## config.mk

```make
export PLATFORM = sky130hd
export DESIGN_NAME = tdc_readout_seq
export DESIGN_NICKNAME = d
export VERILOG_FILES = /design/src/rtl/tdc_readout_pkg.sv /design/src/rtl/tdc_rr_arb.sv /design/src/rtl/tdc_readout_seq.sv
export SDC_FILE = /design/constraint.sdc
export NUM_CORES = 1
export LEC_CHECK = 0
export ABC_AREA = 1
export CAP_MARGIN = 20
export CELL_PAD_IN_SITES_DETAIL_PLACEMENT = 1
export CELL_PAD_IN_SITES_GLOBAL_PLACEMENT = 2
export CORE_MARGIN = 2
export CORE_UTILIZATION = 28
export CTS_CLUSTER_SIZE = 24
export DETAILED_ROUTE_END_ITERATION = 12
export HOLD_SLACK_MARGIN = 0.15
export PLACE_DENSITY_LB_ADDON = 0.1
export REMOVE_ABC_BUFFERS = 1
export SLEW_MARGIN = 20
export SYNTH_ARGS = -nofsm -noshare
export SYNTH_HDL_FRONTEND = slang
export SYNTH_HIERARCHICAL = 1
export SYNTH_SLANG_ARGS = --single-unit
```

## constraint.sdc

```tcl
create_clock -name clk -period 3.85 [get_ports clk]
set_input_delay 0.385 -clock clk [delete_from_list [all_inputs] [get_ports clk]]
set_output_delay 0.385 -clock clk [all_outputs]
set_load 0.01 [all_outputs]
```

## src/rtl/tdc_readout_pkg.sv

```systemverilog
// +----------------------------------------------------------------------+
// | tdc_readout_pkg                                                       |
// | Shared state encoding and default constants for the TDC readout seq.  |
// | Rev 1.0                                                               |
// +----------------------------------------------------------------------+
`default_nettype none

package tdc_readout_pkg;

  localparam int c_num_ch_dflt      = 4;
  localparam int c_load_cycles_dflt = 32;
  localparam int c_timeout_cyc_dflt = 1024;
  localparam int c_load_cnt_w       = 8;

  typedef enum logic [2:0] {
    S_IDLE    = 3'd0,
    S_CLEAR   = 3'd1,
    S_ACQUIRE = 3'd2,
    S_LOAD    = 3'd3,
    S_WAIT    = 3'd4,
    S_DRAIN   = 3'd5,
    S_DONE    = 3'd6
  } tdc_state_t;

endpackage

`default_nettype wire

```

## src/rtl/tdc_rr_arb.sv

```systemverilog
// +----------------------------------------------------------------------+
// | tdc_rr_arb                                                            |
// | Round-robin search for the next non-empty channel above ch_sel.       |
// | Rev 1.0                                                               |
// +----------------------------------------------------------------------+
`default_nettype none

module tdc_rr_arb #(
  parameter int NUM_CH = 4,
  parameter int CH_W   = 2
) (
  input  logic [NUM_CH-1:0] empty,
  input  logic [CH_W-1:0]   ch_sel,
  output logic [CH_W-1:0]   next_ch,
  output logic              any_valid
);

  logic            w_found_hi;
  logic [CH_W-1:0] w_hi;
  logic [CH_W-1:0] w_lo;

  // Descending scan so the lowest qualifying index is the last one written.
  always_comb begin
    w_found_hi = 1'b0;
    w_hi       = '0;
    w_lo       = '0;
    for (int i = NUM_CH - 1; i >= 0; i--) begin
      if (!empty[i]) begin
        w_lo = CH_W'(i);
        if (i > int'(ch_sel)) begin
          w_hi       = CH_W'(i);
          w_found_hi = 1'b1;
        end
      end
    end
  end

  assign next_ch   = w_found_hi ? w_hi : w_lo;
  assign any_valid = ~&empty;

endmodule

`default_nettype wire

```

## src/rtl/tdc_readout_seq.sv

```systemverilog
// +----------------------------------------------------------------------+
// | tdc_readout_seq                                                       |
// | Clear/acquire/load/drain sequencer for multi-channel TDC FIFOs.       |
// | Optional WAIT watchdog: define TDC_READOUT_TIMEOUT_EN.                |
// | Rev 1.0                                                               |
// +----------------------------------------------------------------------+
`default_nettype none

module tdc_readout_seq
  import tdc_readout_pkg::*;
#(
  parameter int  NUM_CH      = c_num_ch_dflt,
  parameter int  LOAD_CYCLES = c_load_cycles_dflt,
  parameter int  TIMEOUT_CYC = c_timeout_cyc_dflt,
  localparam int c_ch_w      = (NUM_CH > 1) ? $clog2(NUM_CH) : 1
) (
  input  logic              clk,
  input  logic              reset,
  input  logic              start,
  input  logic              max,
  input  logic [NUM_CH-1:0] empty,
  output logic              clr,
  output logic              ce,
  output logic              ld,
  output logic [NUM_CH-1:0] rden,
  output logic [c_ch_w-1:0] ch_sel,
  output logic              busy,
  output logic              done,
  output logic              timeout_err
);

  localparam logic [c_load_cnt_w-1:0] c_load_last = c_load_cnt_w'(LOAD_CYCLES - 1);
  localparam logic [c_ch_w-1:0]       c_last_ch   = c_ch_w'(NUM_CH - 1);

  tdc_state_t              r_state;
  tdc_state_t              w_next_state;
  logic [c_load_cnt_w-1:0] r_load_cnt;
  logic [c_ch_w-1:0]       r_ch_sel;
  logic [c_ch_w-1:0]       w_arb_base;
  logic [c_ch_w-1:0]       w_arb_next;
  logic                    w_any_valid;
  logic [NUM_CH-1:0]       w_sel_onehot;

  // From WAIT, searching above the top channel yields the lowest non-empty one.
  assign w_arb_base   = (r_state == S_WAIT) ? c_last_ch : r_ch_sel;
  assign w_sel_onehot = NUM_CH'(1) << r_ch_sel;

  tdc_rr_arb #(
    .NUM_CH (NUM_CH),
    .CH_W   (c_ch_w)
  ) u_rr_arb (
    .empty     (empty),
    .ch_sel    (w_arb_base),
    .next_ch   (w_arb_next),
    .any_valid (w_any_valid)
  );

`ifdef TDC_READOUT_TIMEOUT_EN
  localparam int c_tmo_w = $clog2(TIMEOUT_CYC + 1);

  logic [c_tmo_w-1:0] r_wait_cnt;
  logic               r_timeout_err;
  logic               w_wait_expired;

  assign w_wait_expired = (r_wait_cnt == c_tmo_w'(TIMEOUT_CYC - 1)) && !w_any_valid;

  always_ff @(posedge clk) begin
    if (reset) begin
      r_wait_cnt    <= '0;
      r_timeout_err <= 1'b0;
    end else begin
      r_wait_cnt <= (r_state == S_WAIT) ? r_wait_cnt + 1'b1 : '0;
      if (r_state == S_WAIT && w_next_state == S_DONE)
        r_timeout_err <= 1'b1;
      else if (w_next_state != S_DONE)
        r_timeout_err <= 1'b0;
    end
  end

  assign timeout_err = r_timeout_err;
`else
  // Constant 0; the comparison only consumes TIMEOUT_CYC in this build.
  assign timeout_err = (TIMEOUT_CYC < 0);
`endif

  always_ff @(posedge clk) begin
    if (reset) r_state <= S_IDLE;
    else       r_state <= w_next_state;
  end

  // Dropping start aborts every active state before any other condition.
  always_comb begin
    w_next_state = r_state;
    case (r_state)
      S_IDLE:    if (start) w_next_state = S_CLEAR;
      S_CLEAR:   w_next_state = start ? S_ACQUIRE : S_IDLE;
      S_ACQUIRE: begin
        if (!start)  w_next_state = S_IDLE;
        else if (max) w_next_state = S_LOAD;
      end
      S_LOAD: begin
        if (!start)                        w_next_state = S_IDLE;
        else if (r_load_cnt == c_load_last) w_next_state = S_WAIT;
      end
      S_WAIT: begin
        if (!start)           w_next_state = S_IDLE;
        else if (w_any_valid) w_next_state = S_DRAIN;
`ifdef TDC_READOUT_TIMEOUT_EN
        else if (w_wait_expired) w_next_state = S_DONE;
`endif
      end
      S_DRAIN: begin
        if (!start)                               w_next_state = S_IDLE;
        else if (empty[r_ch_sel] && !w_any_valid) w_next_state = S_DONE;
      end
      S_DONE:    if (!start) w_next_state = S_IDLE;
      default:   w_next_state = S_IDLE;
    endcase
  end

  always_ff @(posedge clk) begin
    if (reset) begin
      r_load_cnt <= '0;
      r_ch_sel   <= '0;
    end else begin
      r_load_cnt <= (r_state == S_LOAD) ? r_load_cnt + 1'b1 : '0;
      if (w_next_state == S_IDLE)
        r_ch_sel <= '0;
      else if (w_next_state == S_DRAIN && (r_state == S_WAIT || empty[r_ch_sel]))
        r_ch_sel <= w_arb_next;
    end
  end

  always_comb begin
    clr  = 1'b0;
    ce   = 1'b0;
    ld   = 1'b0;
    busy = 1'b0;
    done = 1'b0;
    rden = '0;
    case (r_state)
      S_IDLE:    clr = 1'b1;
      S_CLEAR:   begin clr = 1'b1; busy = 1'b1; end
      S_ACQUIRE: begin ce  = 1'b1; busy = 1'b1; end
      S_LOAD:    begin ld  = 1'b1; busy = 1'b1; end
      S_WAIT:    busy = 1'b1;
      S_DRAIN: begin
        busy = 1'b1;
        if (start) rden = w_sel_onehot & ~empty;
      end
      S_DONE:    done = 1'b1;
      default:   ;
    endcase
  end

  assign ch_sel = r_ch_sel;

endmodule

`default_nettype wire

```

---- Yosys cells after proc, flatten, opt, wreduce, memory -nomap -nowiden ----
Index checks and enable logic that the tools add are counted.
storage, ports and cells
  bits in registers ....................... 13
  input port bits ......................... 8
  output and inout bits ................... 12
  logic and storage cells ................. 69
operators by class
  $add $sub $neg .......................... 1
  $lt $le $gt $ge ......................... 4
  equal/unequal tests ..................... 8
  shifts and indexed selects .............. 1
  mux-type cells .......................... 39
  bitwise gates (word level) .............. 3
  reduce and logical (&&, ||, !) cells .... 10
operators with widths
  kind                                                                          number
  3-bit 2-to-1 mux                                                              10
  2-bit 2-to-1 mux                                                              13
  3-bit one-hot mux with 7 select lines                                         1
  3-bit == test, second input constant                                          4
  1-bit 2-to-1 mux                                                              12
  8-bit by 1-bit adder with 8-bit output, second input constant                 1
  8-bit by 5-bit == test with 1-bit output, second input constant               1
  4-bit 2-to-1 mux                                                              2
  3-bit by 2-bit == test with 1-bit output, second input constant               2
  3-bit logical NOT                                                             2
  2-bit OR reduction                                                            3
  5-bit OR reduction                                                            1
  4-bit AND                                                                     1
  2-bit > comparator, first input constant                                      2
  4-bit inverter                                                                1
  4-bit AND reduction                                                           1
  1-bit by 2-bit << shifter with 4-bit output, first input constant             1
  3-bit by 1-bit == test with 1-bit output, second input constant               1
  2-bit by 3-bit less-than comparator with 1-bit output, second input constant  1
  1-bit binary-select mux with 2-bit select                                     1
  1-bit by 2-bit > comparator with 1-bit output, first input constant           1
  1-bit logical AND                                                             2
  1-bit logical OR                                                              1
  1-bit inverter                                                                1

---- Logic depth before layout (Yosys ltp) ----
  depth in word-level cells ............... 10
  depth in mapped cells ................... 12
  mapped depth without buffers ............ 12

---- Hierarchy ----
Netlist, hierarchy kept.
by module, submodules not included
  module           instances  cells each  area an instance (sq um)  seq. area each (sq um)
  tdc_readout_seq  1          130         845.8                     260.2
  tdc_rr_arb       1          17          76.3                      0.0

---- Least setup slack after synthesis ----
OpenSTA, ideal clock, no wires.
  path type ............................... flip-flop to output port
  start point ............................. reg r_state[2]
  end point ............................... out rden[0]
  arrival time ............................ 1165 ps
  required time ........................... 3465 ps
  setup slack ............................. 2300 ps
  stages on the path, launching flop included .. 5
  buffers on the path ..................... 0
  cell sequence ........................... dfxtp_1 -> inv_2 -> nor3_2 -> inv_1 -> nor4_1
between the ends
  longest elaborated chain between the ends .. 2
RTL lines
  element                 RTL line                text
  from (decl)             tdc_readout_seq.sv:35   tdc_state_t r_state;
  from (signal assigned)  tdc_readout_seq.sv:88   else r_state <= w_next_state;
  3-bit == test           tdc_readout_seq.sv:141  case (r_state)
  4-bit 2-to-1 mux        tdc_readout_seq.sv:141
  to (decl)               tdc_readout_seq.sv:25   output logic [NUM_CH-1:0] rden,
No other way between the ends.

---- Final worst setup path ----
  start point ............................. reg r_state[2]
  end point ............................... out rden[1]
The elaborated chain is that of the path after synthesis.

==> key figures <==
Route
  – Drt total wl: 2340 um
  – Post-route ant nets: 0
  – Drt via density: 4.50
  – Residual DRC: 0
  – Vias: 954
  – WL per Instance: 11.0 um
  – Initial DRC count: 16
  – First-pass DRT Iterations: 4

GRT
  – Overflow after GRT: 0
  – Vias in the first global route: 888
  – Tot GR Track Use: 0.140
  – Initial antenna violation count: 0
  – First-pass GRT wire length: 3970 um
  – Largest net degree at the start of global routing: 8

STA
  – Achievable frequency: 422 MHz
  – Final period utilization: 0.616
  – Unrepaired setup endpoints after global routing: false
  – Final slew viol count: 0
  – Hold Fails Final Rpt: 0
  – Clock skew: 0.00138 ns
  – Tmin final: 2.37 ns
  – Fin Setup TNS: 0 ns
  – Setup violators final: 0
  – Fin worst setup slack: 1.48 ns

Final layout
  – Finished Layout Cells: 212
  – Most frequent cells in the layout: nand2_1, inv_1, clkdlybuf4s50_1
  – Commonest non-fill, non-tap cell in the layout: nand2_1
  – Fillers: 434
  – Ant. Diodes: 0
  – Area added between synthesis and finish: 27.5%
  – Share of layout cells above drive strength 1: 0.143
  – Nets: 179

Setup path
  – Critical path's top delay family: buffers and inverters
  – CP max FO: 6
  – Required @ worst endpoint: 3.46 ns
  – Cells on worst reg2reg path: 11
  – Critical path's largest stage delay: 0.59 ns
  – Crit path max-delay cell type: clkdlybuf4s50_1
  – Buf/Inv on CP: 3
  – CP Depth: 5
  – CP endpoint kind: output pin
  – CP Cell Sequence: inv_2 -> nor3_2 -> inv_1 -> nor4_1 -> clkdlybuf4s50_1
  – CP arrival: 1.99 ns
  – Worst setup SP type: flop
  – Crit Path Category: reg -> out

Clock tree
  – CTS max path bufs: 2
  – Post-CTS Resized: 0
  – Worst skew pair latency: 0.27 ns
  – Clk sinks: 13
  – Clock root cell: clkbuf_4
  – Clock transition at path regs: 0.08 ns
  – CTS tree: done
  – CTS H-tree depth: 1
  – Setup Buffers After CTS: 0
  – Number of buffers created by CTS: 3
  – CTS Hold Bufs: 0

Worst hold path
  – HP Class: reg -> reg
  – Hold path cells: 1

Synthesis
  – Syn_area_per_cell: 6.27 um^2
  – Sequential fraction of the synthesis area: 0.282
  – Number of synthesized register bits: 13
  – Unique masters post-synth: 24
  – Mapped cell area: 922 um^2
  – Synth Warn #: 6
  – Post-Syn Instances: 147

Floorplan
  – Ports: 20
  – Initial Util: 0.297
  – CORE AREA: 0.00310 mm^2
  – DIE HEIGHT: 61.4 um
  – Area of the die: 0.00377 mm^2
  – Num rows: 20
  – Die W: 61.4 um

Placement
  – Buffers added on ports: 18
  – Post-Place Cells: 208
  – Dpl ws: 1.61 ns
  – HPWL Detailed: 2000 um
  – Gpl congestion: 0.775

Flow run
  – MaxCap Viol Count: 0

Power
  – Total Power: 0.264 mW
  – Leak pwr: 0.474 nW
  – Power per cell area: 224 mW/mm^2
  – Peak VDD IR: 0.123 mV

Run status
  – Status: finished, final reports clean
-- where the power goes --
| part | switching [mW] | internal, mW | leakage [nW] |
|---|---|---|---|
| Clock | 0.0453 | 0.0401 | 0.0150 |
| Combinational | 0.0232 | 0.0180 | 0.354 |
| Sequential | 0.00181 | 0.135 | 0.105 |
| Total | 0.0703 | 0.194 | 0.474 |
-- final cells by class --
cell class,count,area (um^2),area share
clock buffers,4,26.3,0.0223
inverters,29,109,0.0926
multi-input cells,104,546,0.464
flip-flops and latches,13,260,0.221
well taps,44,55.1,0.0468
repair buffers,18,180,0.153
-- kinds of logic (layout without fill, tap and decap cells) --
family,count (synthesis),count (layout),share of synthesized area
AO/OA/AOI/OAI,12,12,0.0828
XOR/XNOR,1,1,0.00950
adder cells (fa/ha/maj),2,2,0.0271
buffers and inverters,30,51,0.126
flip-flops,13,13,0.282
other,1,1,0.00407
AND/OR/NAND/NOR,88,88,0.468
-- worst register-to-register path, stage by stage (launching register included) --
cell and delay [ns]:
dfxtp_1 0.36, ha_1 0.17, nand2_1 0.10, nor2_2 0.14
nand3_1 0.08, nand2_1 0.13, a21oi_2 0.09, nor2_4 0.14
nand3_2 0.09, nand2_1 0.06, inv_1 0.04, nor2_1 0.10
-- metal layers --
| layer | global-route usage | routed length (um) | up-vias |
|---|---|---|---|
| met5 | 0 | 0 | - |
| met4 | 0.0365 | 21 | 0 |
| met3 | 0.0126 | 46 | 4 |
| met2 | 0.223 | 1110 | 10 |
| met1 | 0.204 | 1170 | 434 |
| li1 | - | - | 506 |
-- synthesized netlist by cell type --
library cell  instances  area [um^2]
nand2_1              40          150
inv_1                21         78.8
nor2_1               14         52.6
dfxtp_1              13          260
a21oi_1               7         35.0
inv_2                 7         26.3
nand3_1               6         30.0
nor3_1                6         30.0
nor4_1                5         31.3
nand4_1               4         25.0
nand3_2               3         30.0
a21oi_2               2         17.5
ha_1                  2         25.0
nand2_2               2         12.5
nor2_2                2         12.5
nor2_4                2         22.5
nor3_2                2         20.0
nor3b_1               2         15.0
o211ai_1              2         15.0
buf_4                 1         7.51
clkinv_1              1         3.75
conb_1                1         3.75
o21ai_2               1         8.76
xnor2_1               1         8.76
-- per-stage QoR --
step                hold slack, ns   util  cell area (um^2)
floorplan                    0.418      -               915
global placement             0.431  0.371              1150
CTS                          0.459  0.379              1180
finish                       0.451  0.379              1180
global route                 0.477  0.379              1180
detailed placement           0.446  0.371              1150
-- state kept, by name, summed over array words and instances (netlist names) --
name / count
ch_sel: 2
r_load_cnt: 8
r_state: 3
-- path summary, 6_finish.rpt --
check	slack, ns	start	endpoint
max	1.48	r_state[2]$_SDFF_PP0_	rden[1]
max reg2reg	2.29	r_load_cnt[0]$_SDFF_PP0_	ch_sel[1]$_SDFFE_PP0P_
min	0.45	r_load_cnt[0]$_SDFF_PP0_	r_load_cnt[0]$_SDFF_PP0_
min reg2reg	0.45	r_load_cnt[0]$_SDFF_PP0_	r_load_cnt[0]$_SDFF_PP0_
(Power assumes the default switching activity.)
